File: src/rtl/control_sequencer.sv
// control_sequencer
//
// Hardwired Moore control unit for the 32-bit datapath. It walks every
// instruction through the common fetch T-states T0..T2 and then through the
// execute T-states that the opcode in IR needs. All datapath strobes are
// decoded from the registered state and the IR fields.
//
// Ports:
//   clk            rising-edge clock shared with the datapath
//   clear          synchronous active-high reset; forces every strobe low
//   IR[31:0]       instruction register from the datapath
//   mem_rdy        memory ready, present only when MEM_WAIT_EN is defined
//   Rout/Rin[15:0] one-hot general register out / in enables
//   HIout..MDRout  bus source selects (at most one is high)
//   PCin..MDRin    register load enables
//   read           MDR takes Mdatain instead of the bus
//   AND..IncPC     ALU operation selects (at most one is high)
//   BAout          tied low
//   run            high in every state except HALT and RESET
//   t_state[3:0]   T0..T6 = 0..6, HALT = E, RESET = F
//
// Parameter RST_PC_HOLD (1..15): cycles spent in RESET after clear drops.
//
// Optional build macro MEM_WAIT_EN: adds mem_rdy and stretches T1 until
// memory reports ready. Without it T1 always lasts exactly one cycle.

module control_sequencer #(
   parameter int unsigned RST_PC_HOLD = 1
) (
   input  logic        clk,
   input  logic        clear,
   input  logic [31:0] IR,
`ifdef MEM_WAIT_EN
   input  logic        mem_rdy,
`endif
   output logic [15:0] Rout,
   output logic [15:0] Rin,
   output logic        HIout,
   output logic        LOout,
   output logic        Zhighout,
   output logic        Zlowout,
   output logic        PCout,
   output logic        MDRout,
   output logic        PCin,
   output logic        IRin,
   output logic        MARin,
   output logic        Yin,
   output logic        HIin,
   output logic        LOin,
   output logic        Zin,
   output logic        MDRin,
   output logic        read,
   output logic        AND,
   output logic        OR,
   output logic        ADD,
   output logic        SUB,
   output logic        MUL,
   output logic        DIV,
   output logic        SHR,
   output logic        SHL,
   output logic        ROR,
   output logic        ROL,
   output logic        NEG,
   output logic        NOT,
   output logic        IncPC,
   output logic        BAout,
   output logic        run,
   output logic [3:0]  t_state
);

   typedef enum logic [3:0] {
      T0    = 4'h0,
      T1    = 4'h1,
      T2    = 4'h2,
      T3    = 4'h3,
      T4    = 4'h4,
      T5    = 4'h5,
      T6    = 4'h6,
      HALT  = 4'hE,
      RESET = 4'hF
   } state_t;

   localparam logic [4:0] OP_ADD  = 5'b00011;
   localparam logic [4:0] OP_SUB  = 5'b00100;
   localparam logic [4:0] OP_SHR  = 5'b00101;
   localparam logic [4:0] OP_SHL  = 5'b00111;
   localparam logic [4:0] OP_ROR  = 5'b01000;
   localparam logic [4:0] OP_ROL  = 5'b01001;
   localparam logic [4:0] OP_AND  = 5'b01010;
   localparam logic [4:0] OP_OR   = 5'b01011;
   localparam logic [4:0] OP_MUL  = 5'b01111;
   localparam logic [4:0] OP_DIV  = 5'b10000;
   localparam logic [4:0] OP_NEG  = 5'b10001;
   localparam logic [4:0] OP_NOT  = 5'b10010;
   localparam logic [4:0] OP_HALT = 5'b11011;

   localparam logic [3:0] HOLD_LAST = 4'(RST_PC_HOLD - 1);

   state_t     state_q, state_d;
   logic [3:0] holdCnt_q, holdCnt_d;

   logic [4:0]  opcode;
   logic [15:0] selRa, selRb, selRc;
   logic        isAluR, isMulDiv, isNegNot, isHalt;
   logic        pcLoadOk;
   logic        unusedIrBits;

   // Field decode. The low IR bits carry no meaning for this instruction set.
   assign opcode       = IR[31:27];
   assign selRa        = 16'h0001 << IR[26:23];
   assign selRb        = 16'h0001 << IR[22:19];
   assign selRc        = 16'h0001 << IR[18:15];
   assign unusedIrBits = ^IR[14:0];

   assign isAluR   = (opcode == OP_ADD) || (opcode == OP_SUB) || (opcode == OP_SHR) ||
                     (opcode == OP_SHL) || (opcode == OP_ROR) || (opcode == OP_ROL) ||
                     (opcode == OP_AND) || (opcode == OP_OR);
   assign isMulDiv = (opcode == OP_MUL) || (opcode == OP_DIV);
   assign isNegNot = (opcode == OP_NEG) || (opcode == OP_NOT);
   assign isHalt   = (opcode == OP_HALT);

   // PC may only be loaded in the T1 cycle that actually ends the fetch read.
`ifdef MEM_WAIT_EN
   assign pcLoadOk = mem_rdy;
`else
   assign pcLoadOk = 1'b1;
`endif

   assign t_state = state_q;

   // Next-state logic. Unknown opcodes fall out of T3 like a nop, and the
   // RESET hold counter releases into T0 after RST_PC_HOLD quiet cycles.
   always_comb begin
      state_d   = state_q;
      holdCnt_d = holdCnt_q;
      case (state_q)
         RESET: begin
            if (holdCnt_q == HOLD_LAST) begin
               state_d   = T0;
               holdCnt_d = 4'd0;
            end else begin
               holdCnt_d = holdCnt_q + 4'd1;
            end
         end
         T0: state_d = T1;
         T1: begin
            if (pcLoadOk) begin
               state_d = T2;
            end
         end
         T2: state_d = T3;
         T3: begin
            if (isHalt) begin
               state_d = HALT;
            end else if (isAluR || isMulDiv || isNegNot) begin
               state_d = T4;
            end else begin
               state_d = T0;
            end
         end
         T4: state_d = (isAluR || isMulDiv) ? T5 : T0;
         T5: state_d = isMulDiv ? T6 : T0;
         T6: state_d = T0;
         HALT: state_d = HALT;
         default: state_d = RESET;
      endcase
   end

   // State register with synchronous clear.
   always_ff @(posedge clk) begin
      if (clear) begin
         state_q   <= RESET;
         holdCnt_q <= 4'd0;
      end else begin
         state_q   <= state_d;
         holdCnt_q <= holdCnt_d;
      end
   end

   // Strobe decode. Everything is held low while clear is high so that an
   // instruction interrupted by clear cannot issue a partial register write.
   always_comb begin
      Rout     = 16'h0000;
      Rin      = 16'h0000;
      HIout    = 1'b0;
      LOout    = 1'b0;
      Zhighout = 1'b0;
      Zlowout  = 1'b0;
      PCout    = 1'b0;
      MDRout   = 1'b0;
      PCin     = 1'b0;
      IRin     = 1'b0;
      MARin    = 1'b0;
      Yin      = 1'b0;
      HIin     = 1'b0;
      LOin     = 1'b0;
      Zin      = 1'b0;
      MDRin    = 1'b0;
      read     = 1'b0;
      AND      = 1'b0;
      OR       = 1'b0;
      ADD      = 1'b0;
      SUB      = 1'b0;
      MUL      = 1'b0;
      DIV      = 1'b0;
      SHR      = 1'b0;
      SHL      = 1'b0;
      ROR      = 1'b0;
      ROL      = 1'b0;
      NEG      = 1'b0;
      NOT      = 1'b0;
      IncPC    = 1'b0;
      BAout    = 1'b0;
      run      = 1'b0;
      if (!clear) begin
         case (state_q)
            T0: begin
               run   = 1'b1;
               PCout = 1'b1;
               MARin = 1'b1;
               IncPC = 1'b1;
               Zin   = 1'b1;
            end
            T1: begin
               run     = 1'b1;
               Zlowout = 1'b1;
               read    = 1'b1;
               MDRin   = 1'b1;
               PCin    = pcLoadOk;
            end
            T2: begin
               run    = 1'b1;
               MDRout = 1'b1;
               IRin   = 1'b1;
            end
            T3: begin
               run = 1'b1;
               if (isAluR) begin
                  Rout = selRb;
                  Yin  = 1'b1;
               end else if (isMulDiv) begin
                  Rout = selRa;
                  Yin  = 1'b1;
               end else if (isNegNot) begin
                  Rout = selRb;
                  NEG  = (opcode == OP_NEG);
                  NOT  = (opcode == OP_NOT);
                  Zin  = 1'b1;
               end
            end
            T4: begin
               run = 1'b1;
               if (isAluR) begin
                  Rout = selRc;
                  Zin  = 1'b1;
                  ADD  = (opcode == OP_ADD);
                  SUB  = (opcode == OP_SUB);
                  SHR  = (opcode == OP_SHR);
                  SHL  = (opcode == OP_SHL);
                  ROR  = (opcode == OP_ROR);
                  ROL  = (opcode == OP_ROL);
                  AND  = (opcode == OP_AND);
                  OR   = (opcode == OP_OR);
               end else if (isMulDiv) begin
                  Rout = selRb;
                  Zin  = 1'b1;
                  MUL  = (opcode == OP_MUL);
                  DIV  = (opcode == OP_DIV);
               end else if (isNegNot) begin
                  Zlowout = 1'b1;
                  Rin     = selRa;
               end
            end
            T5: begin
               run = 1'b1;
               if (isAluR) begin
                  Zlowout = 1'b1;
                  Rin     = selRa;
               end else if (isMulDiv) begin
                  Zlowout = 1'b1;
                  LOin    = 1'b1;
               end
            end
            T6: begin
               run      = 1'b1;
               Zhighout = 1'b1;
               HIin     = 1'b1;
            end
            default: begin
            end
         endcase
      end
   end

endmodule

File: config.mk
export PLATFORM = sky130hd
export DESIGN_NAME = control_sequencer
export DESIGN_NICKNAME = d
export VERILOG_FILES = /design/src/rtl/control_sequencer.sv
export SDC_FILE = /design/constraint.sdc
export NUM_CORES = 1
export LEC_CHECK = 0
export BUFFER_PORTS_ARGS = -buffer_cell sky130_fd_sc_hd__buf_4
export CAP_MARGIN = 15
export CORE_MARGIN = 4
export CORE_UTILIZATION = 35
export DETAILED_ROUTE_END_ITERATION = 7
export PLACE_DENSITY = 0.72
export SYNTH_ARGS = -nofsm -noshare
export SYNTH_HDL_FRONTEND = slang
export SYNTH_SLANG_ARGS = --single-unit
File: constraint.sdc
create_clock -name clk -period 3.1 [get_ports clk]
set_input_delay 0.93 -clock clk [delete_from_list [all_inputs] [get_ports clk]]
set_output_delay 0.93 -clock clk [all_outputs]
set_load 0.01 [all_outputs]
==> flow_summary.json <==
{
  "die_y_um": 81.0,
  "finClkSkew_ns": 0.00305,
  "max-cap-violations": 0,
  "postSynthCellCount": 279,
  "fin_crit_ns": 3.32,
  "grt_pass1_vias": 2409,
  "drc": 0,
  "syn_area_um2": 1860,
  "cts_buffers": 3,
  "track_usage_pct": 20.7,
  "drt_iter0_drc": 165,
  "cts.sinks": 8,
  "violations": "setup timing",
  "die_w_um": 81.0,
  "postPlaceCellArea_um2": 2810,
  "ir_drop_mv": 0.149,
  "powerDensity_nw_per_um2": 273,
  "synthArstFlopShare_pct": 0,
  "slew_headroom_pct": 66.1,
  "yosys-top-cells-area": "a32oi_1 (8.9%), dfxtp_1 (8.6%), nor2_1 (7.4%)",
  "synthTopCellsByCount": "nor2_1 (37), a32oi_1 (19), nand3_1 (16), nand2_1 (14), nand4_1 (13)",
  "vias": 2579,
  "drv_slew": 0,
  "status": "finished with violations",
  "synth-edff-count": 0,
  "yosysWarnings": 0,
  "diodes": 0,
  "setup_viol": 35,
  "tns_ns": -6.07,
  "synth-seq-area-share_pct": 8.59,
  "worstSetupStartpointType": "primary input",
  "worstSetupPathType": "in2out",
  "ys_seq_elements": 8,
  "cts_tree": "done",
  "core_area_um2": 5140,
  "numPortBuffers": 81,
  "synth_area_leader_cell": "a32oi_1",
  "start_util_pct": 36.3,
  "vias_per_cell": 5.73,
  "area_delta_synth_final_pct": 61.0,
  "wire_per_inst_um": 15.0,
  "crit_required_ns": 2.17,
  "grt_pass1_wl_um": 11200,
  "cts-htree-levels": 1,
  "dp_cells": 446,
  "finalCritPeriodShare_pct": 107,
  "utilization_pct": 58.4,
  "endpoint_kind": "output port",
  "dieArea_um2": 6560,
  "insertion_delay_ns": 0.23,
  "arrival_ns": 2.39,
  "grt_max_degree": 31,
  "antenna_left": 0,
  "row_count": 26,
  "rsz0062_at_grt": "yes",
  "worst-path-max-fanout": 30,
  "finalInstanceArea_um2": 3000,
  "yosysMostFrequentCell": "nor2_1",
  "grt_antenna_before_repair": 0,
  "drt_first_pass_iters": 4,
  "worst_pin_slew_ns": 0.505,
  "postCtsHoldBufs": 0,
  "final_cells": 450,
  "synth_cell_types": 54,
  "clock_path_buffers": 2,
  "synth_ff_type": "dfxtp_1",
  "overflow": 0,
  "reg2reg_slack_ns": 1.46,
  "clk_pin_slew_worst_paths_ns": 0.04,
  "fmax_mhz": 301,
  "p_leak_uw": 0.00121,
  "dp_hpwl_um": 5230,
  "timing.final.ws_setup_ns": -0.224,
  "synth.avg_cell_area_um2": 6.68,
  "wl_um": 6740,
  "gp_congestion": 0.926,
  "root_buffer": "clkbuf_8",
  "num_io_pins": 100,
  "layout-drive-gt1-share_pct": 44.7,
  "finalHoldViolCount": 0,
  "synth_top_area_share_pct": 8.93,
  "final_nets": 418,
  "hold_path.class": "reg2reg"
}
[registers in the layout, summed over array words and instances (netlist names)]
signal / cells
holdCnt_q: 4
t_state: 4
[power by group]
part	switching [uW]	total [uW]	internal, uW
logic	272	514	242
clock network	42.7	127	84.3
registers	51.2	179	128
total	365	820	454
[metal layers]
| layer | wire length (um) | share of wire (%) | global-route usage (%) | up-vias |
|---|---|---|---|---|
| met2 | 3230 | 48 | 34.6 | 116 |
| met3 | 586 | 8.7 | 2.44 | 9 |
| met4 | 74 | 1.1 | 5.74 | 0 |
| li1 | - | - | - | 1264 |
| met5 | 0 | 0 | 0 | - |
| met1 | 2850 | 42 | 28.0 | 1190 |
[cell families after synthesis]
group,synth area share (%)
AO/OA/AOI/OAI,29.7
adder cells (fa/ha/maj),1.34
XOR/XNOR,0.940
flip-flops,8.59
AND/OR/NAND/NOR,45.8
other,0.201
buffers and inverters,11.5
multiplexers,1.81
[cell usage in the layout, fill, tap and decap left out, drive strengths merged, types with 7 or more instances in the layout]
| cell | synthesis | routed |
|---|---|---|
| buf | 23 | 131 |
| nor2 | 37 | 37 |
| a32oi | 19 | 19 |
| nand3 | 16 | 16 |
| nand2 | 14 | 14 |
| nand4 | 13 | 13 |
| o221ai | 12 | 12 |
| nor2b | 11 | 11 |
| nand2b | 10 | 10 |
| o211ai | 9 | 9 |
| inv | 8 | 8 |
| dfxtp | 8 | 8 |
| nor3 | 8 | 8 |
| nor3b | 7 | 7 |
[path summary, 6_finish.rpt]
path | start | depth (start not counted) | endpoint
worst max register to register | holdCnt_q[0]$_SDFFE_PP0P_ | 6 | t_state[1]$_SDFFE_PP1P_
worst min register to register | holdCnt_q[1]$_SDFFE_PP0P_ | 2 | holdCnt_q[1]$_SDFFE_PP0P_
worst min-delay path | holdCnt_q[1]$_SDFFE_PP0P_ | 2 | holdCnt_q[1]$_SDFFE_PP0P_
worst max-delay path | IR[28] | 7 | Rout[13]
[critical path: stages]
cell      delay (ns)
buf_6           0.10
or4b_4          0.55
o22ai_4         0.13
buf_12          0.19
a32oi_1         0.11
o221ai_1        0.21
buf_4           0.16
[metrics by stage]
step	power, uW	worst slack (ns)	hold WS [ns]
3_5_place_dp	664	-0.272	0.496
2_1_floorplan	467	-0.0231	0.466
6_report	820	-0.224	0.504
5_1_grt	880	-0.293	0.563
3_3_place_gp	652	-0.251	0.484
4_1_cts	813	-0.217	0.503
[layout make-up]
type	count	area, um^2
clock buffer	3	41.3
fill	498	2140
inverter	8	30.0
multi-input combinational	230	1640
sequential	8	160
tap	70	87.6
timing repair buffer	131	1040
[what timing repair did]
action / 4_1_cts / 5_1_grt
pin swaps: 3 / 6
setup buffers: 1 / 0
endpoints found under the setup margin: 37 / 44
resized for setup: 18 / 13
No activity file was read; power rests on OpenSTA's default activity.
